**config.mk**
```make
export PLATFORM = sky130hd
export DESIGN_NAME = fifo_rd_arbiter
export DESIGN_NICKNAME = d
export VERILOG_FILES = /design/src/rtl/fifo_rd_arbiter.sv
export SDC_FILE = /design/constraint.sdc
export NUM_CORES = 1
export LEC_CHECK = 0
export CORE_AREA = 3 3 54 56
export CTS_CLUSTER_DIAMETER = 200
export DETAILED_ROUTE_END_ITERATION = 7
export DIE_AREA = 0 0 57 59
export HOLD_SLACK_MARGIN = 0.06
export PLACE_DENSITY = 0.72
export SYNTH_ARGS = -nofsm -noshare
export SYNTH_HDL_FRONTEND = slang
export SYNTH_SLANG_ARGS = --single-unit
```
**constraint.sdc**
```tcl
create_clock -name rclk -period 3.01 [get_ports rclk]
set_input_delay 0.602 -clock rclk [delete_from_list [all_inputs] [get_ports rclk]]
set_output_delay 0.602 -clock rclk [all_outputs]
set_load 0.05 [all_outputs]
```
**src/rtl/fifo_rd_arbiter.sv**
```systemverilog
// Read-side controller of the async FIFO: read pointer (binary and Gray), empty flag
// and fill count, plus round-robin sharing of the single read port with bounded bursts.
module fifo_rd_arbiter #(
    parameter int ASIZE = 4,
    parameter int NREQ  = 2,
    parameter int BURST = 4
) (
    input  logic             rclk,
    input  logic             rrst,
    input  logic [ASIZE:0]   rq2_wptr,
    output logic [ASIZE:0]   rptr,
    output logic [ASIZE-1:0] raddr,
    output logic             rempty,
    output logic [ASIZE:0]   rcount,
    input  logic [NREQ-1:0]  req,
    input  logic [NREQ-1:0]  rd_en,
    output logic [NREQ-1:0]  grant,
    output logic             pop
);
    localparam int IW = (NREQ > 1) ? $clog2(NREQ) : 1;
    localparam int CW = (BURST > 1) ? $clog2(BURST) : 1;

    typedef enum logic {IDLE, GRANT} state_t;

    state_t          state_q, state_d;
    logic [ASIZE:0]  rbin_q, rbin_d;
    logic [ASIZE:0]  rptr_q, rptr_d;
    logic            rempty_q, rempty_d;
    logic [NREQ-1:0] grant_q, grant_d;
    logic [IW-1:0]   last_grant_q, last_grant_d;
    logic [CW-1:0]   burst_cnt_q, burst_cnt_d;
    logic [IW-1:0]   sel;

    function automatic logic [ASIZE:0] gray2bin(input logic [ASIZE:0] g);
        logic [ASIZE:0] b;
        b[ASIZE] = g[ASIZE];
        for (int i = ASIZE - 1; i >= 0; i--) begin
            b[i] = b[i+1] ^ g[i];
        end
        return b;
    endfunction

    // First requester above the last winner, otherwise wrap to the lowest requester.
    function automatic logic [IW-1:0] rr_pick(input logic [NREQ-1:0] r,
                                              input logic [IW-1:0]   last);
        logic [IW-1:0] s;
        logic          found;
        s     = '0;
        found = 1'b0;
        for (int j = 0; j < NREQ; j++) begin
            if (!found && r[j] && (IW'(j) > last)) begin
                found = 1'b1;
                s     = IW'(j);
            end
        end
        for (int j = 0; j < NREQ; j++) begin
            if (!found && r[j]) begin
                found = 1'b1;
                s     = IW'(j);
            end
        end
        return s;
    endfunction

    assign pop = (|(rd_en & grant_q)) & ~rempty_q;

    always_comb begin
        rbin_d   = rbin_q + {{ASIZE{1'b0}}, pop};
        rptr_d   = (rbin_d >> 1) ^ rbin_d;
        rempty_d = (rptr_d == rq2_wptr);
    end

    always_comb begin
        state_d      = state_q;
        grant_d      = grant_q;
        last_grant_d = last_grant_q;
        burst_cnt_d  = burst_cnt_q;
        sel          = rr_pick(req, last_grant_q);
        case (state_q)
            IDLE: begin
                grant_d = '0;
                if (!rempty_q && (|req)) begin
                    state_d      = GRANT;
                    grant_d      = {{(NREQ-1){1'b0}}, 1'b1} << sel;
                    last_grant_d = sel;
                    burst_cnt_d  = '0;
                end
            end
            GRANT: begin
                // Release on burst limit, owner dropping req, or FIFO going empty.
                if ((pop && (burst_cnt_q == CW'(BURST - 1))) ||
                    !(|(req & grant_q)) || rempty_d) begin
                    state_d     = IDLE;
                    grant_d     = '0;
                    burst_cnt_d = '0;
                end else if (pop) begin
                    burst_cnt_d = burst_cnt_q + CW'(1);
                end
            end
            default: begin
                state_d = IDLE;
                grant_d = '0;
            end
        endcase
    end

    always_ff @(posedge rclk) begin
        if (rrst) begin
            state_q      <= IDLE;
            rbin_q       <= '0;
            rptr_q       <= '0;
            rempty_q     <= 1'b1;
            grant_q      <= '0;
            last_grant_q <= IW'(NREQ - 1);
            burst_cnt_q  <= '0;
        end else begin
            state_q      <= state_d;
            rbin_q       <= rbin_d;
            rptr_q       <= rptr_d;
            rempty_q     <= rempty_d;
            grant_q      <= grant_d;
            last_grant_q <= last_grant_d;
            burst_cnt_q  <= burst_cnt_d;
        end
    end

    assign rptr   = rptr_q;
    assign raddr  = rbin_q[ASIZE-1:0];
    assign rempty = rempty_q;
    assign rcount = gray2bin(rq2_wptr) - rbin_q;
    assign grant  = grant_q;

endmodule
```
==> results.md <==
* Core ar. at 2480 um^2
* Number of register bits inferred by synthesis at 16
* Initial core utilization at 39.7%
* Endpoint of the worst-slack reg-to-reg timing path: burst_cnt_q[0]
* Share of synthesized area occupied by flip-flops and latches at 32.5%
* R2R depth at 10
* Vias per std cell at 4.84
* Area growth syn-to-layout at 72.2%
* Mean instance size in the synthesized netlist at 9.38 um^2
* Number of antenna violations at the first check in global routing at 0
* Static leakage at 0.702 nW
* Part of the cycle the worst path needs at 111%
* Clock tree from TritonCTS: done
* Hold-critical path endpoint: burst_cnt_q[1]
* Tightest Hold Check Type: register to register
* Clock tree sinks at 16
* Syn Nets at 124
* Category of the worst setup path capture point: output pin
* Critical R2R Launch: grant[0]
* Leading cell type in the layout, fill and taps excluded: sky130_fd_sc_hd__buf_4
* Post-synth EDFFs at 0
* Cell area after synthesis at 985 um^2
* Maximum frequency from static timing analysis at 300 MHz
* Final worst hold slack at 0.501 ns
* Width of the die at 57 um
* Drt first-iter violations at 24
* Drt pass-1 iters at 5
* Critical path data arrival time at 2.73 ns
* Actual transition at the worst max-transition pin at 0.574 ns
* Count of H-tree levels built during CTS at 1
* Share of flip-flops with an asynchronous set or reset at 0%
* Number of buffer and inverter instances along the worst setup path at 3
* Global placement routability congestion at 0.817
* Setup slack after layout at -0.318 ns
* Number of global-route vias before repair at 926
* Status: finished, violations left
* Tot GR Track Use at 15.1%
* Synthesis warning total at 0
* Number of nets at the end of the flow at 180
* Detailed-route wire length at 2580 um
* Insertion delay of the later-clocked pin in the worst-skew pair at 0.29 ns
* Setup crit start kind: input port
* GRT overflow at 0
* Relative slew slack at 61.6%
* Instance count of the mapped netlist at 105
* Clock Root Buffer: sky130_fd_sc_hd__clkbuf_4
* Number of remaining DRC errors at 0
* Setup clock skew after layout at 0.00295 ns
* Overall die area at 3360 um^2
* Failing checks: negative setup slack
* Post-detailed-route count of antenna-violating nets at 0
* Final Critical Period at 3.33 ns
* Port bufs at 28
* Critical Path Slowest Stage Cell: sky130_fd_sc_hd__fa_2
* Diodes inserted at 0
* Setup slack on the worst flop-to-flop path at 0.33 ns
* Global-route wire length before repair at 4000 um
* Final Instance Count excl. Fillers at 190
* Setup repair after global routing missed its margin: true
* Share of post-route cells with drive strength above 1 at 37.5%
* Count of placed standard cells including taps at 179
* Critical path origin: rq2_wptr[3]
* Power Density at 398 nW/um^2
* Instance count along the most critical hold path at 2
* Stage delay of the slowest cell on the critical path at 0.34 ns
* Crit path max fanout at 2
* Number of standard-cell rows in the floorplan at 18
* Number of setup violations in the final report at 5
* Most common flop cell mapped by yosys: sky130_fd_sc_hd__dfxtp_1
* Count of different cell masters after synthesis at 31
* Average wire per standard cell at 13.6 um
* Maximum number of pins on one net before global-route repair at 19
* Longest Clk Path Bufs at 2
* I/O pin count at 29
* Worst path top cell family by delay: XOR/XNOR gates
* DR vias at 919
* Summed negative setup slack over all endpoints at -0.560 ns
* Final hold violation count at 0
* Cell chain of the critical path: buf_8, xor2_4, xor2_2, xor2_1, xnor2_1, ha_2, inv_2, fa_2, a21o_1, a21oi_4, xnor2_4, buf_12
* VDD IR-drop max at 0.343 mV
* Required time reported for the critical path endpoint at 2.41 ns
* Util after Layout at 68.4%
* Register clock-pin slew on the reported worst setup and hold paths at 0.09 ns
* Total half-perimeter wirelength after legalization and detailed placement at 1850 um
* Kind of critical path: input port to output pin
* Max-slew violations at 0
* TritonCTS buffer count at 3
* Commonest non-fill, non-tap cells in the layout: sky130_fd_sc_hd__buf_4, sky130_fd_sc_hd__clkdlybuf4s50_1, sky130_fd_sc_hd__nor2_1
* Die height at 59 um
* Max-cap violations at 0
* Post-placement setup slack at -0.782 ns
* Startpoint of the lowest-slack hold path: burst_cnt_q[1]
## state kept, by name, indices dropped and copies added (netlist names)
name          cells
rptr              4
burst_cnt_q       2
last_grant_q      1
grant             2
state_q           1
rempty            1
rbin_q            5
## power breakdown
part	switching [mW]	internal [mW]
sequential	0.00530	0.217
clock	0.0719	0.0737
combinational	0.151	0.156
total	0.229	0.446
## cells by family after synthesis
| kind of cell | after synthesis | share of synthesized area [%] |
|---|---|---|
| AND/OR/NAND/NOR | 35 | 17.7 |
| XOR/XNOR | 20 | 21.9 |
| AO/OA/AOI/OAI | 16 | 11.9 |
| flip-flops | 16 | 32.5 |
| buffers and inverters | 8 | 3.05 |
| adder cells (fa/ha/maj) | 8 | 10.9 |
| multiplexers | 2 | 2.03 |
## synthesized netlist by cell type (2+ instances only)
master                      n  area share, %
sky130_fd_sc_hd__nor2b_1    2            1.3
sky130_fd_sc_hd__clkbuf_1   2           0.76
sky130_fd_sc_hd__nor2_1    18            6.9
sky130_fd_sc_hd__xnor2_1   10            8.9
sky130_fd_sc_hd__nand2b_1   3            1.9
sky130_fd_sc_hd__a21o_1     2            1.5
sky130_fd_sc_hd__nand2_1    3            1.1
sky130_fd_sc_hd__a31oi_1    2            1.3
sky130_fd_sc_hd__mux2i_1    2            2.0
sky130_fd_sc_hd__a21oi_1    6            3.0
sky130_fd_sc_hd__xor2_1     7            6.2
sky130_fd_sc_hd__nand3_1    3            1.5
sky130_fd_sc_hd__dfxtp_1   16             33
sky130_fd_sc_hd__ha_1       7            8.9
sky130_fd_sc_hd__inv_1      6            2.3
## worst reg2reg max path: stages (launching register included)
cell and delay (ns):
sky130_fd_sc_hd__dfxtp_2 0.35, sky130_fd_sc_hd__a22oi_2 0.24, sky130_fd_sc_hd__nor2_4 0.05, sky130_fd_sc_hd__ha_1 0.23
sky130_fd_sc_hd__ha_4 0.20, sky130_fd_sc_hd__xnor2_2 0.15, sky130_fd_sc_hd__xnor2_1 0.14, sky130_fd_sc_hd__or3_2 0.47
sky130_fd_sc_hd__a221o_2 0.43, sky130_fd_sc_hd__a21oi_4 0.17, sky130_fd_sc_hd__mux2i_1 0.19
## how the worst max path moves through the flow
stage	endpoint	slack [ns]	cells past startpoint
after floorplan	rcount[4]	-0.19	10
after global placement	rcount[4]	-0.68	12
after detailed placement	rcount[4]	-0.78	12
after CTS	rcount[4]	-0.40	12
after global routing	rcount[4]	-0.41	12
final	rcount[4]	-0.32	12
## per-layer routing
| metal | part of all wire (%) | track usage [%] | up-vias |
|---|---|---|---|
| met5 | 0 | 0 | - |
| met3 | 2.8 | 2.18 | 5 |
| met2 | 52 | 26.4 | 15 |
| met1 | 43 | 18.5 | 439 |
| met4 | 2.1 | 6.95 | 0 |
| li1 | - | - | 460 |
## what timing repair did
item | 4_1_cts | 5_1_grt
pin swaps | 14 | 14
gates cloned | 0 | 0
buffers inserted | 6 | 3
setup endpoints to repair | 10 | 9
hold buffers | 0 | 0
gates resized for setup | 21 | 4
## through the flow
stage / total power [mW] / instance area (um^2)
2_1_floorplan: 0.381 / 1050
3_5_place_dp: 0.507 / 1540
3_3_place_gp: 0.503 / 1540
5_1_grt: 0.711 / 1700
6_report: 0.675 / 1700
4_1_cts: 0.665 / 1640
## layout make-up
type                    instances  area [um^2]
inverters                       6         22.5
clock buffers                   4         36.3
fillers                       197          782
repair buffers                 53          519
well taps                      30         37.5
flip-flops and latches         16          323
multi-input cells              81          757
Power figures use the tool's default switching activity.
==> edit 1, RTL diff (same flow settings) <==
Change the parameter `NREQ` from 2 to 1.
--- a/src/rtl/fifo_rd_arbiter.sv
+++ b/src/rtl/fifo_rd_arbiter.sv
@@ -2,7 +2,7 @@
 // and fill count, plus round-robin sharing of the single read port with bounded bursts.
 module fifo_rd_arbiter #(
     parameter int ASIZE = 4,
-    parameter int NREQ  = 2,
+    parameter int NREQ  = 1,
     parameter int BURST = 4
 ) (
     input  logic             rclk,
Interface: changed (resized grant, rd_en and req); port bits go from 29 to 26. No check against the original RTL was run, so the function may have changed too.
==> edit 1 against the unedited design <==
- sequential cell count decreased by 2
- setup slack worse by 0.0098 ns
- largest cell class unchanged
- sequential share of layout area decreased by 2.2 points
- wire length is 3.6% lower
- synthesized area is 7.2% higher
- cell area is 2.1% lower
- total power shrank 15%
- sequential power fell by 14%
- the run still ends with setup timing left
==> edit 1: results (changes against the unedited design) <==
----------------------------------------------------
[Status]
  Outcome ... complete, but fails checks (unchanged)
  Violations in the final reports ... setup timing (unchanged)

[Power and ir drop]
  Static leakage power ... 0.686 nW (was 0.702 nW)
  Max VDD drop ... 0.360 mV (was 0.343 mV)

[Setup path]
  Signal arrival time at the worst endpoint ... 2.74 ns (was 2.73 ns)
  Slowest CP cell ... fa_2 (unchanged)
  Crit path max fanout ... 2 (unchanged)

[STA]
  Layout Skew ... 0.00355 ns (was 0.00295 ns)
  Total negative slack for setup checks ... -0.720 ns (was -0.560 ns)
  Slew HR ... 66.4% (was 61.6%)
  Worst setup slack after layout ... -0.328 ns (was -0.318 ns)
  Endpoints failing setup ... 3 (was 5)

[Place]
  Post-Place Cells ... 189 (was 179)
  Worst setup slack after placement ... -0.827 ns (was -0.782 ns)
  Dpl hpwl ... 1920 microns (was 1850 microns)
  Count of input and output buffers ... 25 (was 28)
  Gp weighted congestion ... 0.836 (was 0.817)

[Routing]
  Number of detailed-route iterations in the first pass ... 4 (was 5)
  Post-detailed-route wirelength per cell ... 12.5 microns (was 13.6 microns)
  Via density per instance ... 5.05 (was 4.84)
  Detailed Route Iter0 Violations ... 18 (was 24)
  Detailed-route via count ... 999 (was 919)

[Cells and area]
  Number of diodes added for antenna fixing ... 0 (unchanged)
  Layout cells sized above 1 ... 31.5% (was 37.5%)
  Max reg flops ... 5 (unchanged)
  Register bank with the most flops ... rbin_q (unchanged)
  # fillers ... 209 (was 197)

[Synth]
  Post-synth net total ... 139 (was 124)
  Cells taking the most area after synthesis ... dfxtp_1 27%, ha_1 8.3%, xnor2_1 7.5%, a21oi_1 4.7%, nor2_1 4.6% (was dfxtp_1 33%, ha_1 8.9%, xnor2_1 8.9%, nor2_1 6.9%, xor2_1 6.2%)
  Most common library cells after synthesis ... 14 x dfxtp_1, 13 x nor2_1, 10 x a21oi_1, 9 x xnor2_1, 8 x inv_1 (was 18 x nor2_1, 16 x dfxtp_1, 10 x xnor2_1, 7 x ha_1, 7 x xor2_1)
  Register area share after synthesis ... 26.5% (was 32.5%)
  Synth cell types ... 40 (was 31)

[Clock tree]
  Number of buffers between clock root and the deepest sink ... 2 (unchanged)
  Clock tree root driver cell ... clkbuf_4 (unchanged)
  Number of H-tree levels ... 1 (unchanged)

[Global routing]
  Total routing usage reported by global routing ... 16.6% (was 15.1%)
  First-pass GRT wire length ... 4350 microns (was 4000 microns)
  Pin count of the biggest net entering global routing ... 15 (was 19)

----------------------------------------------------
-- edit 1: changes by cell type after synthesis, sizes merged, moves of 3 or more --
cell / before / now
nand2: 3 / 6
o21ai: 0 / 3
nor2: 18 / 13
nor2b: 2 / 6
a21oi: 7 / 11
-- edit 1: timing repair --
item / 4_1_cts / 5_1_grt
hold endpoints to repair: 0 / 0
hold buffers: 0 / 0
setup buffers: 3 / 3
gates cloned: 0 / 0
pin swaps: 10 / 13
endpoints found under the setup margin: 5 / 4
gates resized for setup: 21 / 1
-- edit 1: final timing paths --
check,start,slack (ns),cells after the start,to
hold reg to reg,burst_cnt_q[1],0.48,2,burst_cnt_q[1]
hold / removal,burst_cnt_q[1],0.48,2,burst_cnt_q[1]
setup reg to reg,rempty,0.54,11,state_q
setup / recovery,rq2_wptr[4],-0.33,12,rcount[4]
-- edit 1: logic make-up after synthesis --
| group | share of synthesized area, % |
|---|---|
| adder cells (fa/ha/maj) | 10.2 |
| multiplexers | 1.90 |
| AND/OR/NAND/NOR | 22.8 |
| flip-flops | 26.5 |
| buffers and inverters | 5.80 |
| AO/OA/AOI/OAI | 17.5 |
| XOR/XNOR | 15.3 |
-- edit 1: worst register-to-register path: cells and delay by family (launching register included) --
| kind | cells | cell delay [ns] |
|---|---|---|
| and+or+nand+nor | 4 | 0.78 |
| AOI/OAI and AO/OA | 4 | 0.68 |
| adders and majority gates | 2 | 0.45 |
| DFF | 1 | 0.36 |
| buffers and inverters | 1 | 0.07 |
-- edit 1: layout make-up --
class                   count  share of cell area [%]
well taps                  30                    2.26
multi-input cells          96                    49.1
clock buffers               3                    1.36
flip-flops and latches     14                    16.9
inverters                   8                    1.81
repair buffers             47                    28.6
-- edit 1: through the flow --
step / hold WS (ns) / area (sq um)
6_report: 0.477 / 1660
5_1_grt: 0.518 / 1660
4_1_cts: 0.481 / 1630
3_5_place_dp: 0.468 / 1550
3_3_place_gp: 0.456 / 1550
2_1_floorplan: 0.444 / 1120
-- edit 1: power by group --
part | internal [mW] | total [mW] | leakage (nW) | switching [mW]
logic | 0.138 | 0.277 | 0.558 | 0.140
registers | 0.188 | 0.190 | 0.113 | 0.00187
clock network | 0.0464 | 0.110 | 0.0138 | 0.0633
total | 0.372 | 0.577 | 0.686 | 0.205
-- edit 1: routing by layer --
metal	GRT usage [%]	routed length [microns]
met5	0	0
met1	20.0	1090
met2	26.6	1230
met4	7.95	70
met3	5.66	89
==> edit 2, RTL diff (same settings) <==
Without the edit above. Make the reset (`rrst`) asynchronous in one clocked block.
--- a/src/rtl/fifo_rd_arbiter.sv
+++ b/src/rtl/fifo_rd_arbiter.sv
@@ -104,7 +104,7 @@
         endcase
     end
 
-    always_ff @(posedge rclk) begin
+    always_ff @(posedge rclk or posedge rrst) begin
         if (rrst) begin
             state_q      <= IDLE;
             rbin_q       <= '0;
Function: differs if rrst is asserted again (counterexample within 4 cycles, from zero or initial values and one cycle with rrst high); with rrst held inactive, the same outputs for 10 cycles.
==> edit 2 against the unedited design <==
- the flow still finishes with violations (setup timing)
- setup slack better by 0.033 ns
- synthesized area down 0.64%
- wire length down 15%
- via count decreased by 12%
- sequential cell count did not move
- cell area rose by 1.8%
- largest cell class unchanged
Power is left out: the tool's default activity adds up to more than one toggle a clock period on the data nets, which glitch-free logic cannot reach.
==> edit 2: results (changes against the unedited design) <==
----------------------------------------------------
[Cells and area]
  Non-clock buffer share of cell area ... 28.6% (was 30.6%)
  Final net count ... 158 (was 180)
  Number of non-clock buffers ... 47 (was 53)
  Fraction of area in registers ... 23.5% (was 19.0%)
  Fraction of area in multi-input gates ... 41.7% (was 44.6%)
  Logic inverters ... 8 (was 6)
  Layout cells sized above 1 ... 43.5% (was 37.5%)

[Place]
  Dpl hpwl ... 1760 microns (was 1850 microns)
  Gp weighted congestion ... 0.768 (was 0.817)

[Setup path]
  Signal arrival time at the worst endpoint ... 2.69 ns (was 2.73 ns)
  Endpoint of the worst-slack reg-to-reg timing path ... burst_cnt_q[1] (was burst_cnt_q[0])

[Routing]
  Post-detailed-route wirelength per cell ... 13.1 microns (was 13.6 microns)
  Number of detailed-route iterations in the first pass ... 3 (was 5)
  Detailed-routing wirelength on met1 ... 996 microns (was 1120 microns)

[Global routing]
  Met3 layer usage reported by global route ... 1.53% (was 2.18%)
  First-pass GRT wire length ... 3570 microns (was 4000 microns)
  Met2 demand-to-capacity share in global routing ... 23.0% (was 26.4%)
  Total routing usage reported by global routing ... 13.4% (was 15.1%)

[STA]
  Worst setup slack after layout ... -0.285 ns (was -0.318 ns)
  Endpoints failing setup ... 3 (was 5)
  Slew HR ... 60.8% (was 61.6%)

[Synth]
  Synth cell types ... 27 (was 31)
  Post-synth net total ... 106 (was 124)

[Status]
  Violations in the final reports ... setup timing (unchanged)
  Outcome ... complete, but fails checks (unchanged)

----------------------------------------------------
==> edit 2: kinds of logic (layout without fill, tap and decap cells) <==
group | after synthesis | in the layout | synth area share [%]
flip-flops | 16 | 16 | 41.2
buffers and inverters | 8 | 59 | 3.07
AO/OA/AOI/OAI | 13 | 13 | 12.8
multiplexers | 1 | 1 | 1.15
AND/OR/NAND/NOR | 20 | 20 | 9.85
adder cells (fa/ha/maj) | 8 | 8 | 11.0
XOR/XNOR | 21 | 21 | 21.0
==> edit 2: worst min path at each step <==
stage	startpoint	to	slack [ns]	depth (start not counted)
floorplan	burst_cnt_q[1]	burst_cnt_q[1]	0.47	1
global placement	burst_cnt_q[1]	burst_cnt_q[1]	0.48	1
detailed placement	burst_cnt_q[1]	burst_cnt_q[1]	0.50	1
CTS	burst_cnt_q[1]	burst_cnt_q[1]	0.52	1
global route	burst_cnt_q[1]	burst_cnt_q[1]	0.54	1
finish	burst_cnt_q[1]	burst_cnt_q[1]	0.52	1
